<file path="config.mk">
export PLATFORM = sky130hd
export DESIGN_NAME = flag_update_ctrl
export DESIGN_NICKNAME = d
export VERILOG_FILES = /design/src/rtl/flag_update_ctrl_pkg.sv /design/src/rtl/flag_update_ctrl_merge.sv /design/src/rtl/flag_update_ctrl.sv
export SDC_FILE = /design/constraint.sdc
export NUM_CORES = 1
export LEC_CHECK = 0
export ABC_CLOCK_PERIOD_IN_PS = 1900
export BUFFER_PORTS_ARGS = -buffer_cell sky130_fd_sc_hd__buf_2
export CORE_MARGIN = 1.5
export CORE_UTILIZATION = 25
export DETAILED_ROUTE_END_ITERATION = 8
export GPL_TIMING_DRIVEN = 0
export PLACE_DENSITY_LB_ADDON = 0.3
export SYNTH_ARGS = -nofsm -noshare
export SYNTH_HDL_FRONTEND = slang
export SYNTH_SLANG_ARGS = --single-unit
</file>
<file path="constraint.sdc">
create_clock -name clk -period 1.9 [get_ports clk]
set_clock_uncertainty 0.05 [all_clocks]
set_input_delay 0.19 -clock clk [delete_from_list [all_inputs] [get_ports clk]]
set_output_delay 0.19 -clock clk [all_outputs]
set_load 0.01 [all_outputs]
</file>
<file path="src/rtl/flag_update_ctrl_pkg.sv">
// Shared definitions for the status-flag update controller: FSM encoding,
// NZCV bit positions and the "always" condition code.
package flag_update_ctrl_pkg;

  typedef enum logic {
    ST_IDLE     = 1'b0,
    ST_MUL_WAIT = 1'b1
  } state_t;

  typedef logic [3:0] nzcv_t;

  localparam int FLAG_N = 3;
  localparam int FLAG_Z = 2;
  localparam int FLAG_C = 1;
  localparam int FLAG_V = 0;

  localparam logic [3:0] COND_AL_CODE = 4'b1110;

endpackage

</file>
<file path="src/rtl/flag_update_ctrl_merge.sv">
// Bitwise NZCV merge: masked bits come from the new data, the rest keep the
// current status-register value.
module flag_merge
  import flag_update_ctrl_pkg::*;
(
  input  nzcv_t i_cur,
  input  nzcv_t i_mask,
  input  nzcv_t i_data,
  output nzcv_t o_flags
);

  assign o_flags = (i_data & i_mask) | (i_cur & ~i_mask);

endmodule

</file>
<file path="src/rtl/flag_update_ctrl.sv">
// Arbitrates ALU, MSR and multicycle-multiply writes into the NZCV status
// register and holds EXE / stalls conditional ID instructions during a multiply.
module flag_update_ctrl
  import flag_update_ctrl_pkg::*;
#(
  parameter int unsigned MUL_LAT = 3,
  parameter logic [3:0]  COND_AL = COND_AL_CODE
) (
  input  logic       clk,
  input  logic       rst,
  input  logic       alu_s,
  input  logic [3:0] alu_flags,
  input  logic       mul_start,
  input  logic       mul_s,
  input  logic [3:0] mul_flags,
  input  logic       msr_we,
  input  logic [3:0] msr_mask,
  input  logic [3:0] msr_data,
  input  logic [3:0] flags_cur,
  input  logic       id_cond_valid,
  input  logic [3:0] id_cond,
  output logic       sr_we,
  output logic [3:0] sr_flags,
  output logic       exe_hold,
  output logic       id_stall,
  output logic       err
);

  localparam logic [3:0] CNT_LOAD = 4'(MUL_LAT - 1);

  state_t     r_state;
  logic [3:0] r_cnt;
  logic       r_sr_we;
  nzcv_t      r_sr_flags;
  logic       r_err;

  state_t     w_state_nxt;
  logic [3:0] w_cnt_nxt;
  logic       w_sr_we_nxt;
  nzcv_t      w_sr_flags_nxt;
  logic       w_err_nxt;
  nzcv_t      w_msr_merged;

  flag_merge u_flag_merge (
    .i_cur   (flags_cur),
    .i_mask  (msr_mask),
    .i_data  (msr_data),
    .o_flags (w_msr_merged)
  );

  // NOTE: every variable gets a default first so no path through the case
  // leaves it unassigned, which would otherwise infer a latch.
  always_comb begin
    w_state_nxt    = r_state;
    w_cnt_nxt      = r_cnt;
    w_sr_we_nxt    = 1'b0;
    w_sr_flags_nxt = r_sr_flags;
    w_err_nxt      = r_err;

    case (r_state)
      ST_IDLE: begin
        if (msr_we) begin
          w_sr_we_nxt    = 1'b1;
          w_sr_flags_nxt = w_msr_merged;
          if (alu_s) w_err_nxt = 1'b1;
        end else if (alu_s) begin
          w_sr_we_nxt    = 1'b1;
          w_sr_flags_nxt = alu_flags;
        end
        if (mul_start && mul_s) begin
          w_state_nxt = ST_MUL_WAIT;
          w_cnt_nxt   = CNT_LOAD;
        end
      end

      ST_MUL_WAIT: begin
        // Held ALU/MSR requests are dropped here; the core re-presents them.
        if (mul_start) w_err_nxt = 1'b1;
        if (r_cnt == 4'd0) begin
          w_sr_we_nxt    = 1'b1;
          w_sr_flags_nxt = mul_flags;
          w_state_nxt    = ST_IDLE;
        end else begin
          w_cnt_nxt = r_cnt - 4'd1;
        end
      end

      default: w_state_nxt = ST_IDLE;
    endcase
  end

  // NOTE: state registers use non-blocking assignments so every flop samples
  // the pre-edge value of its inputs regardless of statement order.
  always_ff @(posedge clk or posedge rst) begin
    if (rst) begin
      r_state    <= ST_IDLE;
      r_cnt      <= 4'd0;
      r_sr_we    <= 1'b0;
      r_sr_flags <= 4'b0000;
      r_err      <= 1'b0;
    end else begin
      r_state    <= w_state_nxt;
      r_cnt      <= w_cnt_nxt;
      r_sr_we    <= w_sr_we_nxt;
      r_sr_flags <= w_sr_flags_nxt;
      r_err      <= w_err_nxt;
    end
  end

  assign sr_we    = r_sr_we;
  assign sr_flags = r_sr_flags;
  assign err      = r_err;
  assign exe_hold = (r_state == ST_MUL_WAIT);
  assign id_stall = id_cond_valid && (id_cond != COND_AL) && (r_state == ST_MUL_WAIT);

endmodule

</file>
==> results.txt <==
Part of the Yosys area used for sequential elements: 43.31%
Clk sinks: 11
Largest net degree at the start of global routing: 12
Port bufs: 38
Via Count: 616
Worst Hold End: err$_DFFE_PP0P_
Post-DP HPWL: 1228 µm
WHS Path Cells: 2
# rows: 18
Most frequent cells in the layout: buf_2 (38), dfrtp_1 (11), inv_1 (6), mux2_2 (4), mux2i_1 (4)
TritonCTS Buffers: 3
CTS tree: built
R2R cell count: 5
Fin nets: 137
Skew-Pair Late Insertion Delay: 0.28 ns
Crit path capture type: flip-flop
Share of cells above drive strength 1: 51.46%
Post-CTS sizing: 0
Clock network fraction of total power: 13.2%
RSZ-0062 raised after global routing: false
Count of cell types in the netlist: 27
Worst reg2reg endpoint: sr_flags[2]$_DFFE_PP0P_
CP startpoint: r_cnt[0]$_DFFE_PP0P_
Effective utilization at floorplan: 26.13%
I/O pin count: 39
Flops & latches, synth: 11
Drt total wl: 1630 µm
Syn. warnings: 0
Post-route ant nets: 0
Initial antenna violation count: 0
Worst Path Arrival: 1.92 ns
Mapped Avg Cell Area: 11.15 µm²
Drt drc: 0
VDD IR max: 0.0004947 V
Global-route wire length before repair: 2553 µm
Via/cell ratio: 4.632
Total negative setup slack: 0 ns
Worst hold-check slack: 0.1140 ns
Hold wc startpoint: mul_start
Post-synthesis cell area: 635.6 µm²
Setup crit start kind: flip-flop
Bufs on Longest Clock Path: 2
Overflow after GRT: 0
Antenna diodes: 0
Area delta synth->final: 45.08%
Syn_nets: 90
Max Cap Violations: 0
Vias in the first global route: 587
Sw frac: 37.99%
Clock root buffer: clkbuf_4
Slew HR: 70.98%
Final Setup Violations: 0
Min Tclk post-route: 1.808 ns
Detailed Routing Iterations Pass 1: 5
NetSw: 0.4860 mW
WS Path Type: flip-flop to flip-flop
CORE AREA: 2432 µm²
Overall Power: 1.279 mW
Global Route Usage Sum: 12.92%
Fmax: 0.5530 GHz
Most common cell after layout, fill and taps aside: buf_2
Slew Viols, Final: 0
Routed WL per cell: 12.26 µm
Die Height: 53.42 µm
Combinational power share: 55.4%
H-Tree Depth: 1
Hold Fails Final Rpt: 0
Final core area utilization: 37.91%
Crit-path max FO: 4
Leakage power total: 0.4733 nW
Cell Pwr Density: 1387 nW/µm²
Die Wd: 53.42 µm
Register share of total power: 31.4%
Drt initial violations: 11
Syn Inst Count: 57
Min-Delay Path Class: input pin to flip-flop
Setup slack, reg-to-reg: 0.09 ns
Reg2Reg Launch Point: r_cnt[0]$_DFFE_PP0P_
Worst Max-Slew Pin Slew: 0.4348 ns
Period utilization: 95.18%
Status: complete, no violations
Critical path required time: 2.01 ns
Reg clk slew, reported paths: 0.08 ns
Die ar.: 2854 µm²
Gpl congestion: 0.6330
Int Pwr: 0.7933 mW
## flip-flops by register name (all words and copies together) (netlist names)
register / flops
err: 1
exe_hold: 1
sr_flags: 4
sr_we: 1
r_cnt: 4
## power by group through the flow
stage | Clock [mW] | Sequential, mW | Combinational (mW)
CTS | 0.173 | 0.403 | 0.657
finish | 0.168 | 0.402 | 0.709
global placement | 0 | 0.406 | 0.635
floorplan | 0 | 0.434 | 0.432
global route | 0.185 | 0.420 | 0.789
detailed placement | 0 | 0.407 | 0.649
## worst max-delay path: stages, from the launching register on
cell     delay (ns)
dfrtp_1        0.39
inv_1          0.12
ha_1           0.19
or3b_4         0.42
a21oi_4        0.21
mux2_4         0.31
## through the flow
step	setup WS [ns]	instances	instance area [µm²]
6_report	0.09161	133	922.1
3_3_place_gp	0.06286	125	863.3
2_1_floorplan	0.1613	57	635.6
3_5_place_dp	0.04322	125	863.3
5_1_grt	0.04119	133	922.1
4_1_cts	0.01061	130	899.6
## how the worst max path moves through the flow
stage,endpoint,slack (ns),cells past startpoint
floorplan,sr_flags[2]$_DFFE_PP0P_,0.16,5
global placement,sr_flags[2]$_DFFE_PP0P_,0.06,5
detailed placement,sr_flags[2]$_DFFE_PP0P_,0.04,5
CTS,sr_flags[2]$_DFFE_PP0P_,0.01,5
global route,id_stall,0.04,4
finish,sr_flags[2]$_DFFE_PP0P_,0.09,5
## kinds of logic after synthesis
family / synth area share [%]
AOI/OAI and AO/OA: 14.77
muxes: 15.75
DFF: 43.31
adders and majority gates: 3.936
buffers and inverters: 5.905
and+or+nand+nor: 16.34
## layer usage
metal	vias up	wire length, µm	GRT usage, %
met1	279	723	15.37
met2	30	718	20.58
met5	-	0	0
met3	5	137	2.542
met4	0	51	8.974
li1	302	-	-
## layout make-up
class,count,area (µm²)
inverter,6,22.52
tap,30,37.54
buffer,2,15.01
clock buffer,4,26.28
sequential,11,275.3
multi-input combinational,38,322.8
fill,246,1510
timing repair buffer,42,222.7
## cells in the mapped netlist
master	n	area share (%)
a21o_2	1	1.4
a21oi_4	1	2.6
a221o_1	2	3.1
a222oi_1	3	4.7
and3_1	1	0.98
and3b_1	1	1.4
buf_6	1	1.8
clkbuf_1	1	0.59
dfrtp_1	11	43
ha_1	2	3.9
inv_1	6	3.5
mux2_2	4	7.1
mux2_4	1	2.4
mux2i_1	4	6.3
nand2_1	2	1.2
nand3_1	3	2.4
nand4b_1	1	1.4
nor2_1	3	1.8
nor2b_1	1	0.98
nor3_1	1	0.79
nor3b_1	1	1.2
nor4b_1	1	1.4
o21a_1	1	1.2
o21ai_0	1	0.79
o22ai_1	1	0.98
or2b_1	1	1.2
or3b_4	1	1.8
## timing repair
item	4_1_cts	5_1_grt
setup endpoints to repair	0	1
endpoints found under the hold margin	11	0
hold buffers	1	0
setup buffers	0	3
No activity file was read; power rests on OpenSTA's default activity.
